File: src/rtl/mem_wb_stage_pkg.sv
// Shared encodings, FSM states and defaults for the memory-access / MEM-WB stage.
package mem_wb_stage_pkg;

   localparam logic [1:0] MEM_NONE = 2'b00;
   localparam logic [1:0] MEM_WORD = 2'b01;
   localparam logic [1:0] MEM_HALF = 2'b10;
   localparam logic [1:0] MEM_BYTE = 2'b11;

   typedef enum logic {
      ST_IDLE = 1'b0,
      ST_WAIT = 1'b1
   } state_t;

   localparam int DEFAULT_TIMEOUT = 16;

endpackage

File: src/rtl/mem_wb_stage_if.sv
// Data-memory req/ready bus between the MEM stage (master) and the data memory (slave).
interface mem_wb_stage_if #(
   parameter int ADDR_W = 32
);

   logic              mem_req;
   logic              mem_we;
   logic [ADDR_W-1:0] mem_addr;
   logic [3:0]        mem_be;
   logic [31:0]       mem_wdata;
   logic [31:0]       mem_rdata;
   logic              mem_ready;

   modport master (
      output mem_req, mem_we, mem_addr, mem_be, mem_wdata,
      input  mem_rdata, mem_ready
   );

   modport slave (
      input  mem_req, mem_we, mem_addr, mem_be, mem_wdata,
      output mem_rdata, mem_ready
   );

endinterface

File: src/rtl/mem_wb_stage_lane_align.sv
// Little-endian lane steering: byte enables and replicated store data, plus sign-extended load extraction.
module mem_lane_align
   import mem_wb_stage_pkg::*;
(
   input  logic [1:0]  size,
   input  logic        write,
   input  logic [1:0]  addr,
   input  logic [31:0] store_data,
   input  logic [31:0] read_data,
   output logic [3:0]  be,
   output logic [31:0] wdata,
   output logic [31:0] load_data
);

   logic [7:0]  rd_byte;
   logic [15:0] rd_half;

   // Reads always fetch the full word; only stores narrow the byte enables.
   always_comb begin
      case (addr)
         2'd1:    rd_byte = read_data[15:8];
         2'd2:    rd_byte = read_data[23:16];
         2'd3:    rd_byte = read_data[31:24];
         default: rd_byte = read_data[7:0];
      endcase
      rd_half   = addr[1] ? read_data[31:16] : read_data[15:0];
      be        = 4'b1111;
      wdata     = store_data;
      load_data = read_data;
      case (size)
         MEM_HALF: begin
            if (write) be = addr[1] ? 4'b1100 : 4'b0011;
            wdata     = {2{store_data[15:0]}};
            load_data = {{16{rd_half[15]}}, rd_half};
         end
         MEM_BYTE: begin
            if (write) be = 4'b0001 << addr;
            wdata     = {4{store_data[7:0]}};
            load_data = {{24{rd_byte[7]}}, rd_byte};
         end
         default: ;
      endcase
   end

endmodule

File: src/rtl/mem_wb_stage.sv
// MEM stage with req/ready data-memory access, timeout abandon and the MEM/WB register.
// Define MISALIGN_TRAP_EN to trap misaligned word/half accesses instead of truncating the address.
module mem_wb_stage
   import mem_wb_stage_pkg::*;
#(
   parameter int TIMEOUT = DEFAULT_TIMEOUT,
   parameter int ADDR_W  = 32
) (
   input  logic                  Clk,
   input  logic                  Rst,
   input  logic                  RegWrite,
   input  logic [1:0]            MemWrite,
   input  logic [1:0]            MemRead,
   input  logic [63:0]           ALURes,
   input  logic [31:0]           Data2,
   input  logic [4:0]            DST,
   input  logic [31:0]           PC,
   mem_wb_stage_if.master        mem,
   output logic                  Stall,
   output logic                  RegWriteO,
   output logic [4:0]            DSTO,
   output logic [31:0]           ResultO,
   output logic [31:0]           PCO,
   output logic                  MemErr
);

   localparam int               CNT_W = $clog2(TIMEOUT);
   localparam logic [CNT_W-1:0] LAST  = CNT_W'(TIMEOUT - 1);

   state_t           state, state_next;
   logic [CNT_W-1:0] counter, counter_next;
   logic             is_write, is_load, acc, misalign, issue, drive;
   logic             complete, err_next;
   logic [1:0]       size;
   logic [3:0]       lane_be;
   logic [31:0]      lane_wdata, load_data;
   logic             unused_alu_hi;

   assign is_write      = MemWrite != MEM_NONE;
   assign is_load       = !is_write && (MemRead != MEM_NONE);
   assign acc           = is_write || is_load;
   assign size          = is_write ? MemWrite : MemRead;
   assign unused_alu_hi = ^ALURes[63:32];

`ifdef MISALIGN_TRAP_EN
   assign misalign = ((size == MEM_WORD) && (ALURes[1:0] != 2'b00)) ||
                     ((size == MEM_HALF) && ALURes[0]);
`else
   assign misalign = 1'b0;
`endif

   assign issue = acc && !misalign;

   // Request lines are gated by Rst so an in-flight access vanishes the instant reset hits.
   assign drive         = !Rst && (((state == ST_IDLE) && issue) || (state == ST_WAIT));
   assign mem.mem_req   = drive;
   assign mem.mem_we    = drive && is_write;
   assign mem.mem_addr  = drive ? {ALURes[ADDR_W-1:2], 2'b00} : '0;
   assign mem.mem_be    = drive ? lane_be : 4'b0000;
   assign mem.mem_wdata = (drive && is_write) ? lane_wdata : 32'h0;

   assign Stall = !Rst && !mem.mem_ready &&
                  (((state == ST_IDLE) && issue) || ((state == ST_WAIT) && (counter < LAST)));

   mem_lane_align u_lane (
      .size       (size),
      .write      (is_write),
      .addr       (ALURes[1:0]),
      .store_data (Data2),
      .read_data  (mem.mem_rdata),
      .be         (lane_be),
      .wdata      (lane_wdata),
      .load_data  (load_data)
   );

   always_ff @(posedge Clk or posedge Rst) begin
      if (Rst) begin
         state   <= ST_IDLE;
         counter <= '0;
      end else begin
         state   <= state_next;
         counter <= counter_next;
      end
   end

   // Anything that does not complete this cycle (wait, timeout, trap) becomes a bubble.
   always_comb begin
      state_next   = state;
      counter_next = counter;
      complete     = 1'b0;
      err_next     = 1'b0;
      case (state)
         ST_IDLE: begin
            if (!acc) begin
               complete = 1'b1;
            end else if (misalign) begin
               err_next = 1'b1;
            end else if (mem.mem_ready) begin
               complete = 1'b1;
            end else begin
               state_next   = ST_WAIT;
               counter_next = '0;
            end
         end
         ST_WAIT: begin
            if (mem.mem_ready) begin
               complete   = 1'b1;
               state_next = ST_IDLE;
            end else if (counter == LAST) begin
               err_next   = 1'b1;
               state_next = ST_IDLE;
            end else begin
               counter_next = counter + CNT_W'(1);
            end
         end
         default: state_next = ST_IDLE;
      endcase
   end

   always_ff @(posedge Clk or posedge Rst) begin
      if (Rst) begin
         RegWriteO <= 1'b0;
         DSTO      <= '0;
         ResultO   <= '0;
         PCO       <= '0;
         MemErr    <= 1'b0;
      end else begin
         MemErr <= err_next;
         if (complete) begin
            RegWriteO <= RegWrite;
            DSTO      <= DST;
            ResultO   <= is_load ? load_data : ALURes[31:0];
            PCO       <= PC;
         end else begin
            RegWriteO <= 1'b0;
            DSTO      <= '0;
            ResultO   <= '0;
            PCO       <= '0;
         end
      end
   end

endmodule

File: src/flat_wrapper.sv
// flat-port wrapper written by rule: the top's interface ports become plain ports
module mem_wb_stage_flat import mem_wb_stage_pkg::*;
#(
   parameter int TIMEOUT = DEFAULT_TIMEOUT,
   parameter int ADDR_W  = 32
)
  (Clk, Rst, RegWrite, MemWrite, MemRead, ALURes, Data2, DST, PC, Stall, RegWriteO, DSTO, ResultO, PCO, MemErr, mem_mem_req, mem_mem_we, mem_mem_addr, mem_mem_be, mem_mem_wdata, mem_mem_rdata, mem_mem_ready);
  mem_wb_stage_if #(.ADDR_W(ADDR_W)) mem_i ();
  input  logic Clk;
  input  logic Rst;
  input  logic RegWrite;
  input  logic [1:0] MemWrite;
  input  logic [1:0] MemRead;
  input  logic [63:0] ALURes;
  input  logic [31:0] Data2;
  input  logic [4:0] DST;
  input  logic [31:0] PC;
  output logic Stall;
  output logic RegWriteO;
  output logic [4:0] DSTO;
  output logic [31:0] ResultO;
  output logic [31:0] PCO;
  output logic MemErr;
  output wire logic [$bits(mem_i.mem_req)-1:0] mem_mem_req;
  output wire logic [$bits(mem_i.mem_we)-1:0] mem_mem_we;
  output wire logic [$bits(mem_i.mem_addr)-1:0] mem_mem_addr;
  output wire logic [$bits(mem_i.mem_be)-1:0] mem_mem_be;
  output wire logic [$bits(mem_i.mem_wdata)-1:0] mem_mem_wdata;
  input wire logic [$bits(mem_i.mem_rdata)-1:0] mem_mem_rdata;
  input wire logic [$bits(mem_i.mem_ready)-1:0] mem_mem_ready;
  assign mem_mem_req = mem_i.mem_req;
  assign mem_mem_we = mem_i.mem_we;
  assign mem_mem_addr = mem_i.mem_addr;
  assign mem_mem_be = mem_i.mem_be;
  assign mem_mem_wdata = mem_i.mem_wdata;
  assign mem_i.mem_rdata = mem_mem_rdata;
  assign mem_i.mem_ready = mem_mem_ready;
  mem_wb_stage #(.TIMEOUT(TIMEOUT), .ADDR_W(ADDR_W)) u_core (.Clk(Clk), .Rst(Rst), .RegWrite(RegWrite), .MemWrite(MemWrite), .MemRead(MemRead), .ALURes(ALURes), .Data2(Data2), .DST(DST), .PC(PC), .mem(mem_i), .Stall(Stall), .RegWriteO(RegWriteO), .DSTO(DSTO), .ResultO(ResultO), .PCO(PCO), .MemErr(MemErr));
endmodule
File: config.mk
export PLATFORM = sky130hd
export DESIGN_NAME = mem_wb_stage_flat
export DESIGN_NICKNAME = d
export VERILOG_FILES = /design/src/rtl/mem_wb_stage_pkg.sv /design/src/rtl/mem_wb_stage_if.sv /design/src/rtl/mem_wb_stage_lane_align.sv /design/src/rtl/mem_wb_stage.sv /design/src/flat_wrapper.sv
export SDC_FILE = /design/constraint.sdc
export NUM_CORES = 1
export LEC_CHECK = 0
export ABC_AREA = 0
export ABC_CLOCK_PERIOD_IN_PS = 4600
export BUFFER_PORTS_ARGS = -buffer_cell sky130_fd_sc_hd__clkbuf_2
export CORE_AREA = 2 2 122 124
export DETAILED_ROUTE_END_ITERATION = 12
export DIE_AREA = 0 0 124 126
export PLACE_DENSITY = 0.6
export SLEW_MARGIN = 20
export SYNTH_ARGS = -nofsm -noshare
export SYNTH_HDL_FRONTEND = slang
export SYNTH_SLANG_ARGS = --single-unit
File: constraint.sdc
create_clock -name Clk -period 4.6 [get_ports Clk]
set_clock_uncertainty 0.15 [all_clocks]
set_input_delay 0.46 -clock Clk [delete_from_list [all_inputs] [get_ports Clk]]
set_output_delay 0.46 -clock Clk [all_outputs]
set_load 0.02 [all_outputs]
==> metrics.txt, run 1 <==
PostCTS Resize Cnt=0; hpwl dp=about 12000 um; most frequent cells in the layout=clkbuf_2, and2_1, dfrtp_1, nand2_1, a21oi_1; TritonCTS clock tree=done; ys flop type=dfrtp_1; vias in the first global route=4156; hold buffer count at cts=0; Yosys reg bits=76; Yosys warnings=0; fillers=approximately 1500; Slew @ Worst Pin=~1.1 ns; layout cells sized above 1=between 40% and 50%; Switching Power=just over 600 uW; Logic pwr share=between 20% and 30%; Routed WL=roughly 16000 um; Total GRT Usage=between 10% and 20%; core footprint=approximately 14000 sq um; Clock Latency Late Sink=about 0.33 ns; first-pass GRT wire length=between 20000 and 25000 um; final setup vio count=0; RR Endpoint=u_core.ResultO[13]$_DFF_PP0_; Slew Limit Fails=0; GP Congestion=0.8088; Buffers on Ports=280; cell count after synthesis=428; Die Wd=~120 um; post-route ant nets=0; Setup crit start kind=input pin; Die ar.=15620 sq um; Flop pwr share=36.5%; ranking of synthesized cells by area=dfrtp_1, and2_1, mux2i_1; Hold Path Class=input pin to async pin; Period minus WS final=roughly 3 ns; Clk network pwr share=38.9%; Rel. slew slack=between 20% and 30%; NumNets Final=867; status=finished, final reports clean; Congestion Overflow GR=0; synthesis-to-layout area growth=43.01%; Post-CTS Setup Inserts=0; mean routed wirelength per cell=approximately 18 um; 1st-iter DRT viols=approximately 290; Setup TNS=0 ns; Worst VDD drop=roughly 0.20 mV; total CTS buffers=9; R2R cell count=5; Data required, critical path=about 4.0 ns; RSZ-0062 raised after global routing=false; FMAX=between 0.3 and 0.4 GHz; CTS clk-pin slew, worst paths=roughly 0.060 ns; WP data arrival=roughly 2.4 ns; maximum fanout along the worst path=16; Final Hold Vio Count=0; number of flops mapped to enable cells by yosys=0; clk sink count=76; Starting Density=between 20% and 30%; syn avg cell area=9.931 sq um; setup ws final=around 1.6 ns; mapped cell area=around 4300 sq um; maximum clock path buffer count=2; worst setup path class=input pin to primary output; ant diodes=0; pre-CTS WS=around 1.6 ns; DRT Pass-1 Iters=4; H-tree levels=3; drc violations=0; Yosys cell types=between 40 and 50; async set-reset flop share out of synthesis=100.0%; top cell type's share of synthesized area=between 40% and 50%; setup slack, reg-to-reg=2.58 ns; power density cells=328.7 nW/um^2; cell taking the most area after synthesis=dfrtp_1; most common cell after layout, fill and taps aside=clkbuf_2; switch share=30.51%; I/O pin total=between 300 and 400; Rows=44; fin crit share=64.62%; Leakage=between 0.003 and 0.004 uW; sequential share of the synthesized area=around 45%; P_int=about 1400 uW; Via density=~5; worst r2r src=u_core.state$_DFF_PP0_; initial antenna violation count=0; largest net degree at the start of global routing=77; Die Y=roughly 130 um; routed vias=4304; max_cap viols=0; root buf cell=clkbuf_16; Worst setup EP type=primary output
==> cell families (layout without fill, tap and decap cells) <==
group,after synthesis,after routing,share of synthesized area [%]
and+or+nand+nor,153,153,19.90
AOI/OAI and AO/OA,129,129,20.55
DFF,76,76,44.75
buffers and inverters,39,308,5.505
muxes,29,29,8.920
adders and majority gates,1,1,0.2943
other,1,2,0.08823
==> per-layer routing <==
| metal | GRT usage, % | wire length [um] | vias to the layer above |
|---|---|---|---|
| met1 | 20.12 | 5537 | 2044 |
| met3 | 5.254 | 1408 | 13 |
| met2 | 37.23 | 8386 | 225 |
| li1 | - | - | 2022 |
| met4 | 4.428 | 176 | 0 |
| met5 | 0 | 0 | - |
==> worst max path at each step <==
stage           startpoint                 to  slack (ns)  cells after the start
2_1_floorplan          Rst  mem_mem_wdata[27]        0.61                      4
3_3_place_gp   MemWrite[1]   mem_mem_wdata[2]        1.74                      5
3_5_place_dp   MemWrite[0]   mem_mem_wdata[0]        1.62                      5
4_1_cts        MemWrite[0]   mem_mem_wdata[0]        1.65                      5
5_1_grt        MemWrite[0]   mem_mem_wdata[0]        1.46                      5
6_report       MemWrite[0]   mem_mem_wdata[0]        1.63                      5
==> power groups by stage <==
stage          clock (uW)  combinational [uW]  sequential, uW
2_1_floorplan           0                 247             792
3_3_place_gp            0                 487             739
3_5_place_dp            0                 495             741
4_1_cts               800                 497             729
5_1_grt               827                 534             734
6_report              778                 492             729
==> critical path, stage by stage <==
cell and delay, ns:
clkbuf_2 0.25, o21ai_1 0.86, inv_1 0.37, and2_1 0.27
clkbuf_2 0.15
==> Yosys cell counts (all sizes together) (3+ instances only) <==
| library cell | instances |
|---|---|
| and2 | 77 |
| dfrtp | 76 |
| nand2 | 40 |
| o21ai | 38 |
| a21oi | 37 |
| nor2 | 23 |
| buf | 22 |
| mux2i | 22 |
| a31oi | 19 |
| a22oi | 14 |
| clkbuf | 11 |
| a211oi | 10 |
| inv | 6 |
| mux4 | 6 |
| nor2b | 4 |
| nor3 | 3 |
| o21a | 3 |
==> state kept, by name, summed over array words and instances, names as in the netlist <==
| name | cells |
|---|---|
| u_core.DSTO | 5 |
| u_core.MemErr | 1 |
| u_core.PCO | 32 |
| u_core.RegWriteO | 1 |
| u_core.ResultO | 32 |
| u_core.counter | 4 |
| u_core.state | 1 |
==> stage by stage <==
stage | utilization [%] | total power [uW] | cells | hold WS (ns) | cell area, sq um
2_1_floorplan | - | 1039 | 429 | 0.3442 | 4254
3_3_place_gp | 39.93 | 1226 | 865 | 0.3692 | 5715
3_5_place_dp | 39.93 | 1236 | 865 | 0.3870 | 5715
4_1_cts | 42.27 | 2026 | 881 | 0.1694 | 6051
5_1_grt | 42.47 | 2095 | 882 | 0.09984 | 6078
6_report | 42.47 | 1998 | 882 | 0.07908 | 6078
==> cell type report <==
cell class	instances	area, sq um	share of cell area, %
Multi-Input combinational cell	314	2121	34.89
Inverter	6	23.77	0.3911
Timing Repair Buffer	286	1466	24.13
Clock buffer	10	239.0	3.932
Tap cell	184	230.2	3.788
Sequential cell	76	1902	31.29
Clock inverter	6	96.34	1.585
Note: power is estimated with default switching activity, not from simulation.
==> run 2, diff against run 1 <==
--- a/config.mk
+++ b/config.mk
@@ -5,12 +5,12 @@
 export SDC_FILE = /design/constraint.sdc
 export NUM_CORES = 1
 export LEC_CHECK = 0
-export ABC_AREA = 0
-export ABC_CLOCK_PERIOD_IN_PS = 4600
+export ABC_AREA = 1
+export ABC_CLOCK_PERIOD_IN_PS = 2750
 export BUFFER_PORTS_ARGS = -buffer_cell sky130_fd_sc_hd__clkbuf_2
-export CORE_AREA = 2 2 122 124
+export CORE_AREA = 2 2 123 125
 export DETAILED_ROUTE_END_ITERATION = 12
-export DIE_AREA = 0 0 124 126
+export DIE_AREA = 0 0 125 127
 export PLACE_DENSITY = 0.6
 export SLEW_MARGIN = 20
 export SYNTH_ARGS = -nofsm -noshare
==> constraint.sdc (replaced) <==
create_clock -name Clk -period 2.75 [get_ports Clk]
set_clock_uncertainty 0.15 [all_clocks]
set_input_delay 0.275 -clock Clk [delete_from_list [all_inputs] [get_ports Clk]]
set_output_delay 0.275 -clock Clk [all_outputs]
set_load 0.02 [all_outputs]
==> metrics.txt, run 2 <==
status=finished, final reports clean (unchanged); Clock Latency Late Sink=0.33 ns (about the same); most common cell after layout, fill and taps aside=clkbuf_2 (unchanged); maximum clock path buffer count=2 (unchanged); total CTS buffers=9 (unchanged); top cell type's share of synthesized area=43.62% (was 44.75%); Routed WL=16090 um (was 15510 um); initial antenna violation count=0 (unchanged); GP Congestion=0.8570 (was 0.8088); fin crit share=84.88%; CP startpoint=mem_mem_ready (was MemWrite[0]); Yosys cell types=27 (was 43); Compound-Gate Fraction of Synth Area=13.03% (was 20.55%); Yosys reg bits=76 (unchanged); root buf cell=clkbuf_16 (unchanged); largest net degree at the start of global routing=77 (unchanged); Slew Limit Fails=0 (unchanged); Starting Density=30.23% (was 29.69%); WP data arrival=1.91 ns (was 2.36 ns); Congestion Overflow GR=0 (unchanged); Total GRT Usage=19.77% (was 19.21%); drc violations=0 (unchanged); Via density=4.461 (was 4.880); hpwl dp=11900 um (was 12280 um); Data required, critical path=2.33 ns (was 3.99 ns); mapped cell area=4360 sq um (was 4250 sq um); CTS clk-pin slew, worst paths=0.06 ns (about the same); max_cap viols=0 (unchanged); sequential share of the synthesized area=43.62% (was 44.75%); post-synthesis mux area share=0% (was 8.920%); Synth top cells by count=nor2_1, inv_1, nand2_1 (was and2_1, dfrtp_1, nand2_1); Worst VDD drop=0.2749 mV (was 0.1964 mV); Critical Path End=Stall (was mem_mem_wdata[0]); DRT Pass-1 Iters=4 (unchanged); vias in the first global route=4807 (was 4156); I/O pin total=315 (unchanged); largest family of logic cells by synthesized area=simple AND/OR/NAND/NOR gates (was compound AO/OA/AOI/OAI gates); final setup vio count=0 (unchanged); synthesis-to-layout area growth=50.90% (was 43.01%); adder-cell share of the synthesized area=0.2869% (was 0.2944%); Leakage=0.003912 uW (was 0.003162 uW); final non-filler cell total=1125 (was 882); Largest regs=u_core.PCO: 32 flops, u_core.ResultO: 32 flops, u_core.DSTO: 5 flops (unchanged); mean routed wirelength per cell=14.30 um (was 17.58 um); syn avg cell area=6.899 sq um (was 9.931 sq um); FMAX=0.4284 GHz; Hold WS=0.01639 ns (was 0.07908 ns); cell taking the most area after synthesis=dfrtp_1 (unchanged); RR Endpoint=u_core.counter[3]$_DFFE_PP0P_ (was u_core.ResultO[13]$_DFF_PP0_); RSZ-0062 raised after global routing=false (unchanged); PostCTS Resize Cnt=0 (unchanged); number of flops mapped to enable cells by yosys=0 (unchanged); Final Hold Vio Count=0 (unchanged); Worst setup EP type=primary output (unchanged); Setup TNS=0 ns (unchanged); first-pass GRT wire length=24910 um (was 22670 um); Rel. slew slack=34.36% (was 28.84%); worst r2r src=u_core.state$_DFF_PP0_ (unchanged); 1st-iter DRT viols=338 (was 288); routed vias=5019 (was 4304); xor and xnor fraction of the mapped netlist area=0% (unchanged); worst setup path class=input pin to primary output (unchanged); NumNets Final=1110 (was 867); H-tree levels=3 (unchanged); layout cells sized above 1=35.49% (was 48.28%); maximum fanout along the worst path=33 (was 16); Setup crit start kind=input pin (unchanged); Die ar.=15880 sq um (was 15620 sq um); Post-CTS Setup Inserts=0 (unchanged); clk sink count=76 (unchanged); Die Wd=125 um (was 124 um); TritonCTS clock tree=done (unchanged); async set-reset flop share out of synthesis=100.0% (unchanged); cell count after synthesis=632 (was 428); most frequent cells in the layout=clkbuf_2, nor2_1, inv_1, nand2_1, dfrtp_1 (was clkbuf_2, and2_1, dfrtp_1, nand2_1, a21oi_1); Hold Path Class=input pin to flop (was input pin to async pin); Slew @ Worst Pin=0.9846 ns (was 1.067 ns); ranking of synthesized cells by area=dfrtp_1, nor2_1, inv_1 (was dfrtp_1, and2_1, mux2i_1); placed instance count=1072 (was 865); Buffers on Ports=280 (unchanged); R2R cell count=8 (was 5); setup slack, reg-to-reg=1.07 ns (was 2.58 ns); post-route ant nets=0 (unchanged); core footprint=14420 sq um (was 14310 sq um); Die Y=127 um (was 126 um); Period minus WS final=2.334 ns; post-synthesis simple-gate area fraction=29.53% (was 19.90%); Yosys warnings=0 (unchanged); Rows=44 (unchanged); power density cells=505.3 nW/um^2 (was 328.7 nW/um^2); ys flop type=dfrtp_1 (unchanged); ant diodes=0 (unchanged); most instantiated library cell after synthesis=nor2_1 (was and2_1)
run 2: cell count changes after synthesis, moves of 21 or more:
| cell | previous run | this run |
|---|---|---|
| and2_1 | 77 | 0 |
| mux2i_1 | 21 | 0 |
| o21ai_1 | 27 | 1 |
| inv_1 | 4 | 102 |
| nand2_1 | 40 | 85 |
| o21ai_0 | 11 | 53 |
| nor2_1 | 20 | 179 |
run 2: critical path: stages:
cell,delay (ns)
dlygate4sd3_1,0.54
clkbuf_2,0.11
inv_1,0.06
nand2_2,0.06
buf_4,0.23
nor2_2,0.26
inv_1,0.11
nor2_1,0.09
clkbuf_2,0.17
run 2: worst min path at each step:
stage                     slack, ns  depth (start not counted)           from                       end
after floorplan                0.20                          1  mem_mem_ready   u_core.MemErr$_DFF_PP0_
after global placement         0.31                          2  mem_mem_ready   u_core.MemErr$_DFF_PP0_
after detailed placement       0.31                          2  mem_mem_ready   u_core.MemErr$_DFF_PP0_
after CTS                     0.008                          3         PC[22]  u_core.PCO[22]$_DFF_PP0_
after global routing           0.03                          3         PC[22]  u_core.PCO[22]$_DFF_PP0_
final                          0.02                          3         PC[22]  u_core.PCO[22]$_DFF_PP0_
run 2: stage by stage:
stage               util (%)  total power [uW]  worst slack, ns  area (sq um)
floorplan                  -              1749           0.1477          4368
global placement       40.92              2082           0.6085          5902
detailed placement     40.92              2089           0.6132          5902
CTS                    45.62              3372           0.3736          6580
global route           45.62              3512           0.2241          6580
finish                 45.62              3325           0.4157          6580
run 2: area by class of cell:
| type | instances | area, sq um |
|---|---|---|
| fill | 1540 | 7844 |
| sequential | 76 | 1902 |
| multi-input combinational | 416 | 1883 |
| timing repair buffer | 326 | 1852 |
| inverter | 107 | 405.4 |
| clock buffer | 10 | 239.0 |
| tap | 184 | 230.2 |
| clock inverter | 6 | 68.82 |
run 2: per-layer routing:
layer  vias to the layer above  GRT usage [%]  part of all wire [%]
met4                         0          6.209                   1.6
li1                       2533              -                     -
met2                       208          34.72                    50
met1                      2263          24.21                    41
met5                         -              0                     0
met3                        15          4.523                   6.9
run 2: timing repair:
action,in CTS,in global routing
endpoints found under the setup margin,0,0
hold buffers,37,0
endpoints found under the hold margin,37,0
run 2: kinds of logic after synthesis:
family,after synthesis
compound gates,102
fa+ha+maj,1
buf+inv,141
flops,76
other cells,1
simple gates,311
run 2: power by group:
| part | internal (uW) | switching [uW] |
|---|---|---|
| clock | 734 | 486 |
| sequential | 1190 | 22.9 |
| combinational | 316 | 575 |
